[src/rtl/mem_pkg.sv]
// Shared constants and types for the memory bus-cycle sequencer and its lane logic.
package mem_pkg;

    // Memory port width codes (port is 1 << code bytes wide)
    localparam logic [1:0] MW_8  = 2'd0;
    localparam logic [1:0] MW_16 = 2'd1;
    localparam logic [1:0] MW_32 = 2'd2;
    localparam logic [1:0] MW_64 = 2'd3;

    // Transfer sequencer states
    typedef enum logic [1:0] {
        IDLE = 2'd0,
        RUN  = 2'd1,
        DONE = 2'd2
    } state_t;

    // Swap lane numbering between little- and big-endian views
    function automatic logic [7:0] bit_rev8(input logic [7:0] v);
        logic [7:0] r;
        for (int i = 0; i < 8; i++) r[i] = v[7-i];
        return r;
    endfunction

endpackage

[src/rtl/mem_cycle_seq_if.sv]
// Requester-side and memory-side signals of the bus-cycle sequencer.
// Handshakes: a request is taken on a rising edge where req & req_rdy;
// a bus cycle completes on a rising edge where mem_req & mem_ack, and the
// cycle's outputs hold steady until then. mem_ack without mem_req is ignored.
interface mem_cycle_seq_if #(
    parameter int ADDR_W = 24
);
    logic              req;
    logic [ADDR_W-1:0] req_addr;
    logic [3:0]        req_w;
    logic [1:0]        req_mw;
    logic              req_bigend;
    logic              req_rdy;
    logic              mem_req;
    logic [ADDR_W-1:0] mem_addr;
    logic [7:0]        mem_bm;
    logic              mem_last;
    logic              mem_ack;
    logic [2:0]        dofs;
    logic              done;

    // Sequencer side
    modport slave (
        input  req, req_addr, req_w, req_mw, req_bigend, mem_ack,
        output req_rdy, mem_req, mem_addr, mem_bm, mem_last, dofs, done
    );

    // Requester / memory model side
    modport master (
        output req, req_addr, req_w, req_mw, req_bigend, mem_ack,
        input  req_rdy, mem_req, mem_addr, mem_bm, mem_last, dofs, done
    );
endinterface

[src/rtl/mem_lane_calc.sv]
// Per-cycle lane math: bytes this cycle can move, the 8-lane byte mask and
// whether this cycle finishes the transfer. Purely combinational so the data
// path can reuse it.
module mem_lane_calc
    import mem_pkg::*;
(
    input  logic [2:0] i_addr_lo,
    input  logic [3:0] i_rem,
    input  logic [1:0] i_mw,
    input  logic       i_bigend,
    output logic [3:0] o_n,
    output logic [7:0] o_bm,
    output logic       o_last
);
    logic [3:0] w_p;
    logic [3:0] w_o;
    logic [3:0] w_room;
    logic [3:0] w_lane;
    logic [3:0] w_end;
    logic [7:0] w_bm_le;

    // Bytes left before the next port-width boundary limit this cycle
    assign w_p    = 4'd1 << i_mw;
    assign w_o    = {1'b0, i_addr_lo} & (w_p - 4'd1);
    assign w_room = w_p - w_o;
    assign o_n    = (i_rem < w_room) ? i_rem : w_room;
    assign w_lane = {1'b0, i_addr_lo};
    // lane + n never exceeds 8 because the window stays inside one aligned port word
    assign w_end  = w_lane + o_n;

    // Contiguous run of lanes starting at the byte lane of the address
    always_comb begin
        w_bm_le = 8'h00;
        for (int i = 0; i < 8; i++) begin
            w_bm_le[i] = (4'(i) >= w_lane) && (4'(i) < w_end);
        end
    end

    assign o_bm   = i_bigend ? bit_rev8(w_bm_le) : w_bm_le;
    assign o_last = (i_rem == o_n);

endmodule

[src/rtl/mem_cycle_seq.sv]
// Splits one 1..8 byte transfer into the memory-port bus cycles it needs,
// presenting address, lane mask, last flag and data offset for each cycle.
module mem_cycle_seq
    import mem_pkg::*;
#(
    parameter int ADDR_W    = 24,
    parameter int MAX_BYTES = 8
) (
    input  logic           sys_clk,
    input  logic           resetl,
    mem_cycle_seq_if.slave bus,
    output state_t         o_dbg_state
);
    state_t            r_state;
    logic [ADDR_W-1:0] r_addr;
    logic [3:0]        r_rem;
    logic [2:0]        r_dofs;
    logic [1:0]        r_mw;
    logic              r_bigend;
    logic              r_req_rdy;
    logic              r_mem_req;
    logic              r_done;

    logic [3:0]        w_n;
    logic [7:0]        w_bm;
    logic              w_last;
    logic [3:0]        w_rem_init;

    // A size of 0 (or anything beyond the largest transfer) means a full transfer
    assign w_rem_init = (bus.req_w == 4'd0 || bus.req_w > 4'(MAX_BYTES))
                        ? 4'(MAX_BYTES) : bus.req_w;

    mem_lane_calc u_lane (
        .i_addr_lo (r_addr[2:0]),
        .i_rem     (r_rem),
        .i_mw      (r_mw),
        .i_bigend  (r_bigend),
        .o_n       (w_n),
        .o_bm      (w_bm),
        .o_last    (w_last)
    );

    // Transfer FSM with the address / remaining / offset registers
    always_ff @(posedge sys_clk or negedge resetl) begin
        if (!resetl) begin
            r_state   <= IDLE;
            r_addr    <= '0;
            r_rem     <= '0;
            r_dofs    <= '0;
            r_mw      <= '0;
            r_bigend  <= 1'b0;
            r_req_rdy <= 1'b1;
            r_mem_req <= 1'b0;
            r_done    <= 1'b0;
        end else begin
            case (r_state)
                IDLE: begin
                    r_done <= 1'b0;
                    if (bus.req && r_req_rdy) begin
                        r_addr    <= bus.req_addr;
                        r_rem     <= w_rem_init;
                        r_mw      <= bus.req_mw;
                        r_bigend  <= bus.req_bigend;
                        r_dofs    <= 3'd0;
                        r_req_rdy <= 1'b0;
                        r_mem_req <= 1'b1;
                        r_state   <= RUN;
                    end
                end
                RUN: begin
                    if (bus.mem_ack) begin
                        if (w_last) begin
                            r_mem_req <= 1'b0;
                            r_done    <= 1'b1;
                            r_state   <= DONE;
                        end else begin
                            r_addr <= r_addr + ADDR_W'(w_n);
                            r_rem  <= r_rem - w_n;
                            r_dofs <= r_dofs + w_n[2:0];
                        end
                    end
                end
                DONE: begin
                    r_done    <= 1'b0;
                    r_req_rdy <= 1'b1;
                    r_state   <= IDLE;
                end
                default: begin
                    r_mem_req <= 1'b0;
                    r_done    <= 1'b0;
                    r_req_rdy <= 1'b1;
                    r_state   <= IDLE;
                end
            endcase
        end
    end

    // Lane outputs only mean something while a bus cycle is being presented
    assign bus.req_rdy  = r_req_rdy;
    assign bus.mem_req  = r_mem_req;
    assign bus.mem_addr = r_addr;
    assign bus.mem_bm   = r_mem_req ? w_bm : 8'h00;
    assign bus.mem_last = r_mem_req & w_last;
    assign bus.dofs     = r_dofs;
    assign bus.done     = r_done;
    assign o_dbg_state  = r_state;

endmodule

[src/flat_wrapper.sv]
// flat-port wrapper written by rule: the top's interface ports become plain ports
module mem_cycle_seq_flat import mem_pkg::*;
#(
    parameter int ADDR_W    = 24,
    parameter int MAX_BYTES = 8
)
  (sys_clk, resetl, o_dbg_state, bus_req, bus_req_addr, bus_req_w, bus_req_mw, bus_req_bigend, bus_mem_ack, bus_req_rdy, bus_mem_req, bus_mem_addr, bus_mem_bm, bus_mem_last, bus_dofs, bus_done);
  mem_cycle_seq_if #(.ADDR_W(ADDR_W)) bus_i ();
  input  logic sys_clk;
  input  logic resetl;
  output state_t o_dbg_state;
  input wire logic [$bits(bus_i.req)-1:0] bus_req;
  input wire logic [$bits(bus_i.req_addr)-1:0] bus_req_addr;
  input wire logic [$bits(bus_i.req_w)-1:0] bus_req_w;
  input wire logic [$bits(bus_i.req_mw)-1:0] bus_req_mw;
  input wire logic [$bits(bus_i.req_bigend)-1:0] bus_req_bigend;
  input wire logic [$bits(bus_i.mem_ack)-1:0] bus_mem_ack;
  output wire logic [$bits(bus_i.req_rdy)-1:0] bus_req_rdy;
  output wire logic [$bits(bus_i.mem_req)-1:0] bus_mem_req;
  output wire logic [$bits(bus_i.mem_addr)-1:0] bus_mem_addr;
  output wire logic [$bits(bus_i.mem_bm)-1:0] bus_mem_bm;
  output wire logic [$bits(bus_i.mem_last)-1:0] bus_mem_last;
  output wire logic [$bits(bus_i.dofs)-1:0] bus_dofs;
  output wire logic [$bits(bus_i.done)-1:0] bus_done;
  assign bus_i.req = bus_req;
  assign bus_i.req_addr = bus_req_addr;
  assign bus_i.req_w = bus_req_w;
  assign bus_i.req_mw = bus_req_mw;
  assign bus_i.req_bigend = bus_req_bigend;
  assign bus_i.mem_ack = bus_mem_ack;
  assign bus_req_rdy = bus_i.req_rdy;
  assign bus_mem_req = bus_i.mem_req;
  assign bus_mem_addr = bus_i.mem_addr;
  assign bus_mem_bm = bus_i.mem_bm;
  assign bus_mem_last = bus_i.mem_last;
  assign bus_dofs = bus_i.dofs;
  assign bus_done = bus_i.done;
  mem_cycle_seq #(.ADDR_W(ADDR_W), .MAX_BYTES(MAX_BYTES)) u_core (.sys_clk(sys_clk), .resetl(resetl), .bus(bus_i), .o_dbg_state(o_dbg_state));
endmodule
[config.mk]
export PLATFORM = sky130hd
export DESIGN_NAME = mem_cycle_seq_flat
export DESIGN_NICKNAME = d
export VERILOG_FILES = /design/src/rtl/mem_pkg.sv /design/src/rtl/mem_cycle_seq_if.sv /design/src/rtl/mem_lane_calc.sv /design/src/rtl/mem_cycle_seq.sv /design/src/flat_wrapper.sv
export SDC_FILE = /design/constraint.sdc
export NUM_CORES = 1
export LEC_CHECK = 0
export ABC_AREA = 1
export BUFFER_PORTS_ARGS = -buffer_cell sky130_fd_sc_hd__buf_2
export CAP_MARGIN = 10
export CORE_MARGIN = 8
export CORE_UTILIZATION = 52
export CTS_BUF_LIST = sky130_fd_sc_hd__clkbuf_4
export CTS_CLUSTER_SIZE = 30
export DETAILED_ROUTE_END_ITERATION = 8
export PLACE_DENSITY = 0.89
export SETUP_SLACK_MARGIN = 0.4
export SKIP_LAST_GASP = 1
export SLEW_MARGIN = 20
export SYNTH_ARGS = -nofsm -noshare
export SYNTH_HDL_FRONTEND = slang
export SYNTH_HIERARCHICAL = 1
export SYNTH_SLANG_ARGS = --single-unit
[constraint.sdc]
create_clock -name sys_clk -period 4.7 [get_ports sys_clk]
set_input_delay 0.94 -clock sys_clk [delete_from_list [all_inputs] [get_ports sys_clk]]
set_output_delay 0.94 -clock sys_clk [all_outputs]
set_load 0.02 [all_outputs]
# --- After elaboration in Yosys (flattened, before gate mapping) ---
# Cells that the tools add are included.
totals:
  output_inout_bits: 41
  register_bits: 39
  word_cells: 93
  in_bits: 35
classes:
  eq_ne: 7
  reduce_logical: 19
  n_shift: 1
  n_lt_le_gt_ge: 18
  n_bitwise: 4
  mux: 29
  n_addsub: 6
ops:
  columns: ["op", "n"]
  rows:
  - ["two-way mux 24 bit", 3]
  - ["one-hot mux 24 bit (2 select lines)", 1]
  - ["adder 24 x 4 -> 24 bit", 1]
  - ["two-way mux 4 bit", 5]
  - ["less-than comparator 3 x 4 -> 1 bit (first input constant)", 4]
  - ["two-way mux 8 bit", 2]
  - [">= comparator 3 bit (first input constant)", 4]
  - ["logical AND 1 bit", 9]
  - ["two-way mux 3 bit", 3]
  - ["less-than comparator 1 x 4 -> 1 bit (first input constant)", 2]
  - ["less-than comparator 2 x 4 -> 1 bit (first input constant)", 2]
  - ["one-hot mux 4 bit (2 select lines)", 1]
  - ["AND reduction 4 bit", 2]
  - ["subtractor 4 bit", 2]
  - ["two-way mux 1 bit", 7]
  - [">= comparator 1 x 3 -> 1 bit (first input constant)", 2]
  - [">= comparator 2 x 3 -> 1 bit (first input constant)", 2]
  - ["two-way mux 2 bit", 3]
  - ["one-hot mux 3 bit (2 select lines)", 1]
  - ["AND reduction 2 bit", 3]
  - ["adder 3 x 4 -> 4 bit", 1]
  - ["AND 3 x 4 -> 4 bit", 1]
  - ["equality test 4 bit", 1]
  - ["> comparator 4 bit (second input constant)", 1]
  - ["other kinds (18)", 21]

# --- Logic depth before layout (Yosys ltp) ---
logic_depth:
  word_depth: 11
  ltp_mapped: 28
  mapped_depth_nobuf: 28

# --- Hierarchy ---
# Netlist, hierarchy kept.
modules_own_cells:
  columns: ["mod", "seq_area_each_um2", "cells_each", "area_each_um2", "instances"]
  rows:
  - ["mem_cycle_seq", 977.2, 439, 2914.0, 1]
  - ["mem_lane_calc", 0.0, 117, 663.1, 1]

# --- Least setup slack after synthesis ---
# OpenSTA, ideal clock, no wires.
synth_timing:
  kind: "flip-flop to output port"
  start: "reg u_core.r_addr[2] (netlist: u_core/bus.mem_addr[2])"
  end: "out bus_mem_bm[7]"
  n_path_buf: 1
  path_stages_with_launch: 24
  arrival_ps: 4063
  setup_slack_ps: -303
  required_ps: 3760
  path_cell_list: "dfrtp_1 clkbuf_1 nand2_1 ha_1 o21ai_0 nand2_1 xor2_1 inv_1 ha_1 inv_1 a21oi_1 nand2_4 o21ai_0 ha_1 inv_1 fa_1 xor2_1 inv_1 nor2_1 nand2_1 nand3_1 o21ai_0 nand2_1 inv_1"
synth_between:
  elab_chain_len: 9
  elab_cells_between_ends: 13
  classes_between: "add/sub (2); order compare (5); mux (3); bitwise (1); reduce/logical (2)"
synth_rtl:
  columns: ["element", "line_no", "rtl"]
  rows:
  - ["start, declared", "mem_cycle_seq.sv:15", "logic [ADDR_W-1:0] r_addr;"]
  - ["start signal, assigned", "mem_cycle_seq.sv:60", "r_addr <= bus.req_addr;"]
  - ["start signal, assigned", "mem_cycle_seq.sv:77", "r_addr <= r_addr + ADDR_W'(w_n);"]
  - ["AND 3 x 4 -> 4 bit *", "mem_lane_calc.sv:24", "assign w_o = {1'b0, i_addr_lo} & (w_p - 4'd1);"]
  - ["subtractor 4 bit *", "mem_lane_calc.sv:25", "assign w_room = w_p - w_o;"]
  - ["less-than comparator 4 bit *", "mem_lane_calc.sv:26", "assign o_n = (i_rem < w_room) ? i_rem : w_room;"]
  - ["two-way mux 4 bit *", "mem_lane_calc.sv:26", null]
  - ["via u_core.w_n[0]", "mem_cycle_seq.sv:24", "logic [3:0] w_n;"]
  - ["adder 3 x 4 -> 4 bit *", "mem_lane_calc.sv:29", "assign w_end = w_lane + o_n;"]
  - ["less-than comparator 3 x 4 -> 1 bit or less-than comparator 1 x 4 -> 1 bit (tied branches)", "mem_lane_calc.sv:35", "w_bm_le[i] = (4'(i) >= w_lane) && (4'(i) < w_end);"]
  - ["logical AND 1 bit", "mem_lane_calc.sv:35", null]
  - ["two-way mux 8 bit *", "mem_lane_calc.sv:39", "assign o_bm = i_bigend ? bit_rev8(w_bm_le) : w_bm_le;"]
  - ["via u_core.w_bm[7]", "mem_cycle_seq.sv:25", "logic [7:0] w_bm;"]
  - ["two-way mux 8 bit *", "mem_cycle_seq.sv:102", "assign bus.mem_bm = r_mem_req ? w_bm : 8'h00;"]
  - ["end, declared", "flat_wrapper.sv:21", "output wire logic [$bits(bus_i.mem_bm)-1:0] bus_mem_bm;"]
# The timed path passes the listed nets; every way through them passes the cells marked *.

# --- Worst setup path after layout ---
layout_timing:
  start: "reg u_core.r_mw[0]"
  end: "out bus_mem_bm[3]"
layout_between:
  elab_chain_len: 11
  elab_cells_between_ends: 13
  classes_between: "add/sub (3); order compare (3); shift (1); mux (3); bitwise (1); reduce/logical (2)"
layout_rtl:
  columns: ["element", "line_no", "rtl"]
  rows:
  - ["start, declared", "mem_cycle_seq.sv:18", "logic [1:0] r_mw;"]
  - ["start signal, assigned", "mem_cycle_seq.sv:62", "r_mw <= bus.req_mw;"]
  - ["left shift 1 x 2 -> 4 bit *", "mem_lane_calc.sv:23", "assign w_p = 4'd1 << i_mw;"]
  - ["subtractor 4 x 1 -> 4 bit", "mem_lane_calc.sv:24", null]
  - ["AND 3 x 4 -> 4 bit", "mem_lane_calc.sv:24", null]
  - ["subtractor 4 bit *", "mem_lane_calc.sv:25", null]
  - ["less-than comparator 4 bit", "mem_lane_calc.sv:26", null]
  - ["two-way mux 4 bit *", "mem_lane_calc.sv:26", null]
  - ["via u_core.w_n[0]", "mem_cycle_seq.sv:24", null]
  - ["adder 3 x 4 -> 4 bit *", "mem_lane_calc.sv:29", null]
  - ["less-than comparator 2 x 4 -> 1 bit or less-than comparator 3 x 4 -> 1 bit (tied branches)", "mem_lane_calc.sv:35", null]
  - ["logical AND 1 bit", "mem_lane_calc.sv:35", null]
  - ["two-way mux 8 bit *", "mem_lane_calc.sv:39", null]
  - ["via u_core.w_bm[3]", "mem_cycle_seq.sv:25", null]
  - ["two-way mux 8 bit *", "mem_cycle_seq.sv:102", null]
# Marked as above.

==> metrics.md <==
| Metric | Value |
|---|---|
| Yosys reg bits | 39 |
| Crit path time final | between 5000 and 6000 ps |
| CP max-delay cell | dfrtp_1 |
| Critical path's largest stage delay | 460 ps |
| Final antenna-violating net count | 0 |
| Violated checks | setup timing |
| TritonCTS clock tree | done |
| Vias per inst | 5.61 |
| Total GRT Usage | 0.223 |
| Gate Count Post-Synth | between 500 and 600 |
| # DRC | 0 |
| I/O pin count | 76 |
| Cell depth of the worst flop-to-flop path | 26 |
| Setup slack after layout | -363 ps |
| Diode count | 0 |
| Worst r2r src | u_core/r_mw[0] |
| Syn avg cell area | 6.43 µm² |
| Die Wd | 98.9 µm |
| Worst-skew pair later-pin latency | 370 ps |
| Worst hold-check path type | flip-flop to flip-flop |
| Final hold violations | 0 |
| Max Cap Viol | 0 |
| Worst setup startpoint | u_core/r_mw[0] |
| Routed vias | 4,095 |
| Syn-to-layout area delta | 26.2% |
| Clock slew at reported path FFs | 120 ps |
| F_max | about 200 MHz |
| Total die area | 0.00979 mm² |
| Final instance area | 0.00451 mm² |
| RR Endpoint | u_core/bus.mem_addr[9] |
| Final setup violation count | 8 |
| Initial antenna violation count | 0 |
| Largest net degree at the start of global routing | 40 |
| CTS Buffer Depth | 2 |
| Post-synth cell types | a little over 40 |
| Cts-stage hold buffer count | 0 |
| Pre-antenna DRT Iters | 5 |
| Port Buffer Count | 75 |
| Register area share after synthesis | 0.273 |
| Congestion Overflow GR | 0 |
| DPL Wire Length | 7.74 mm |
| Worst path most repeated cell | inv_2 |
| Status | finished, violations left |
| First-pass GRT wire length | 18.1 mm |
| Post-Syn Nets | 613 |
| CTS Buf Count | 5 |
| Die Y | 98.9 µm |
| Crit path max fanout | 5 |
| WP data required | 3760 ps |
| Clock sinks | 39 |
| Relative slew slack | 0.378 |
| Area post-placement | between 0.004 and 0.005 mm² |
| RSZ-0062 raised after global routing | yes |
| Flop2flop setup slack | 560 ps |
| Critical path, cell by cell | nand2_1 -> inv_2 -> nand2_4 -> ha_4 -> o21ai_2 -> nand2_2 -> xor2_2 -> inv_2 -> ha_4 -> inv_2 -> a21oi_4 -> nand2_4 -> o21ai_4 -> ha_4 -> inv_2 -> fa_2 -> xor2_4 -> buf_4 -> o21ai_2 -> nand3_1 -> o21ai_1 -> nand2_1 -> inv_2 -> buf_6 |
| Final Hold Slack | 509 ps |
| Worst setup SP type | flip-flop |
| Routability cong. | 0.978 |
| Fin Setup TNS | -2590 ps |
| Initial Util | 0.532 |
| Worst-margin pin slew | just over 900 ps |
| Routed length per placed instance | around 16 µm |
| Vias in the first global route | just under 4,000 |
| Site Rows | 30 |
| Core area | 0.00672 mm² |
| H-tree depth | 2 |
| Drt total wl | 11.5 mm |
| Place WS | -110 ps |
| Layout cell share with drive strength beyond 1 | 0.300 |
| Fillers | roughly 540 |
| CP Capture Type | output pin |
| Synth Cell Area | 0.00358 mm² |
| Final Max Tran Viols | 0 |
| Worst setup endpoint | bus_mem_bm[3] |
| Tcrit/Tclk final | 1.08 |
| Yosys warning total | 6 |
| DRT iter0 DRCs | 271 |
| Max Clock Skew | 12.0 ps |
| CP arrival | 4120 ps |
| Kind of critical path | flip-flop to output pin |
| Clk root buf | clkbuf_4 |
| Layout Nets | 706 |
## worst min-delay path by stage
stage                       startpoint                  to  cells after the start
finish                 u_core/bus.done     u_core/bus.done                      2
detailed placement     u_core/bus.done     u_core/bus.done                      2
CTS                    u_core/bus.done     u_core/bus.done                      2
global route           u_core/bus.done     u_core/bus.done                      2
floorplan              u_core/r_bigend     u_core/r_bigend                      2
global placement    u_core/bus.req_rdy  u_core/bus.req_rdy                      2
## per-layer routing
| metal | track usage | vias up | wire length, µm | share of wire |
|---|---|---|---|---|
| met5 | 0 | - | 0 | 0 |
| met4 | 0.0874 | 0 | 399 | 0.035 |
| met3 | 0.0416 | 46 | 796 | 0.069 |
| met2 | 0.392 | 231 | 5630 | 0.49 |
| met1 | 0.260 | 1885 | 4670 | 0.41 |
| li1 | - | 1933 | - | - |
## cells in the mapped netlist
cell | instances | area share
xnor2_2 | 1 | 0.0045
ha_1 | 18 | 0.063
o21ai_2 | 3 | 0.0073
o21bai_1 | 6 | 0.013
inv_4 | 1 | 0.0017
nor3_1 | 5 | 0.0070
fa_1 | 4 | 0.022
nand2_1 | 176 | 0.18
o21ai_1 | 6 | 0.0084
nand3b_1 | 3 | 0.0063
nand3_2 | 2 | 0.0056
xnor2_1 | 2 | 0.0049
buf_2 | 4 | 0.0056
or2_2 | 2 | 0.0035
nor2_1 | 68 | 0.071
nand3_1 | 45 | 0.063
o22ai_1 | 3 | 0.0052
a21oi_2 | 3 | 0.0073
nor3_2 | 1 | 0.0028
nand2_4 | 1 | 0.0031
xor2_1 | 6 | 0.015
o31ai_2 | 2 | 0.0070
a21o_1 | 1 | 0.0021
o21ai_0 | 33 | 0.046
nand4_1 | 4 | 0.0070
xor2_2 | 1 | 0.0045
buf_6 | 2 | 0.0063
dfstp_2 | 1 | 0.0073
nand2_2 | 3 | 0.0052
nand3b_4 | 1 | 0.0056
nor2_4 | 1 | 0.0031
nor2_8 | 1 | 0.0056
nor2_2 | 3 | 0.0052
a31oi_1 | 1 | 0.0017
a21oi_1 | 18 | 0.025
clkbuf_1 | 4 | 0.0042
buf_4 | 5 | 0.010
inv_1 | 73 | 0.077
dfrtp_1 | 38 | 0.27
inv_2 | 3 | 0.0031
or2_4 | 1 | 0.0024
## through the flow
step	utilization	cells
floorplan	-	556
global placement	0.606	702
detailed placement	0.606	702
CTS	0.641	722
global route	0.672	730
finish	0.672	730
## cell usage in the layout, fill, tap and decap left out, types with 4 or more instances in the layout
| cell type | instances |
|---|---|
| nand3_2 | 5 |
| dfrtp_1 | 36 |
| o21ai_2 | 7 |
| buf_6 | 11 |
| clkbuf_4 | 6 |
| nand4_1 | 4 |
| nand3_1 | 42 |
| nand2_1 | 163 |
| o21ai_0 | 23 |
| nor2_1 | 63 |
| inv_1 | 57 |
| a21oi_1 | 16 |
| inv_2 | 17 |
| nor2_4 | 5 |
| ha_4 | 4 |
| nor3_1 | 5 |
| nand2_2 | 14 |
| xor2_1 | 4 |
| o21bai_1 | 5 |
| buf_4 | 24 |
| buf_2 | 66 |
| o21ai_1 | 10 |
| ha_1 | 13 |
| nor2_2 | 4 |
## flip-flops by register name, summed over array words and instances (netlist names)
name,count
u_core/r_rem,4
u_core/bus.done,1
u_core/bus.req_rdy,1
u_core/bus.mem_addr,24
u_core/o_dbg_state,2
u_core/r_bigend,1
u_core/bus.mem_req,1
u_core/r_mw,2
u_core/bus.dofs,3
## logic make-up after synthesis
logic type / Yosys count / share of synthesized area
DFF: 39 / 0.273
buffers and inverters: 92 / 0.108
xor gates and xnor gates: 10 / 0.0287
AOI/OAI and AO/OA: 76 / 0.123
and+or+nand+nor: 317 / 0.382
adders and majority gates: 22 / 0.0853
## critical path: cells and delay by family, from the launching register on
| kind | cells | cell delay [ps] |
|---|---|---|
| compound gates | 5 | 660 |
| xor+xnor | 2 | 400 |
| buf+inv | 7 | 590 |
| flops | 1 | 460 |
| fa+ha+maj | 4 | 1070 |
| simple gates | 6 | 580 |
## what timing repair did
action | CTS | global route
pin swaps | 17 | 18
buffers inserted | 12 | 8
setup endpoints to repair | 8 | 9
resized for setup | 26 | 43
cloned | 0 | 0
## final cells by class
type	instances	area (µm²)	share of cell area
clock inverter	2	8.76	0.00194
clock buffer	6	45.0	0.00998
inverter	77	297	0.0657
sequential	39	980	0.217
multi-input combinational	425	2450	0.543
timing repair buffer	101	634	0.141
tap	80	100	0.0222
Power is not shown: default switching activity piles up to over one toggle a cycle in this logic, so the estimate is an artifact.
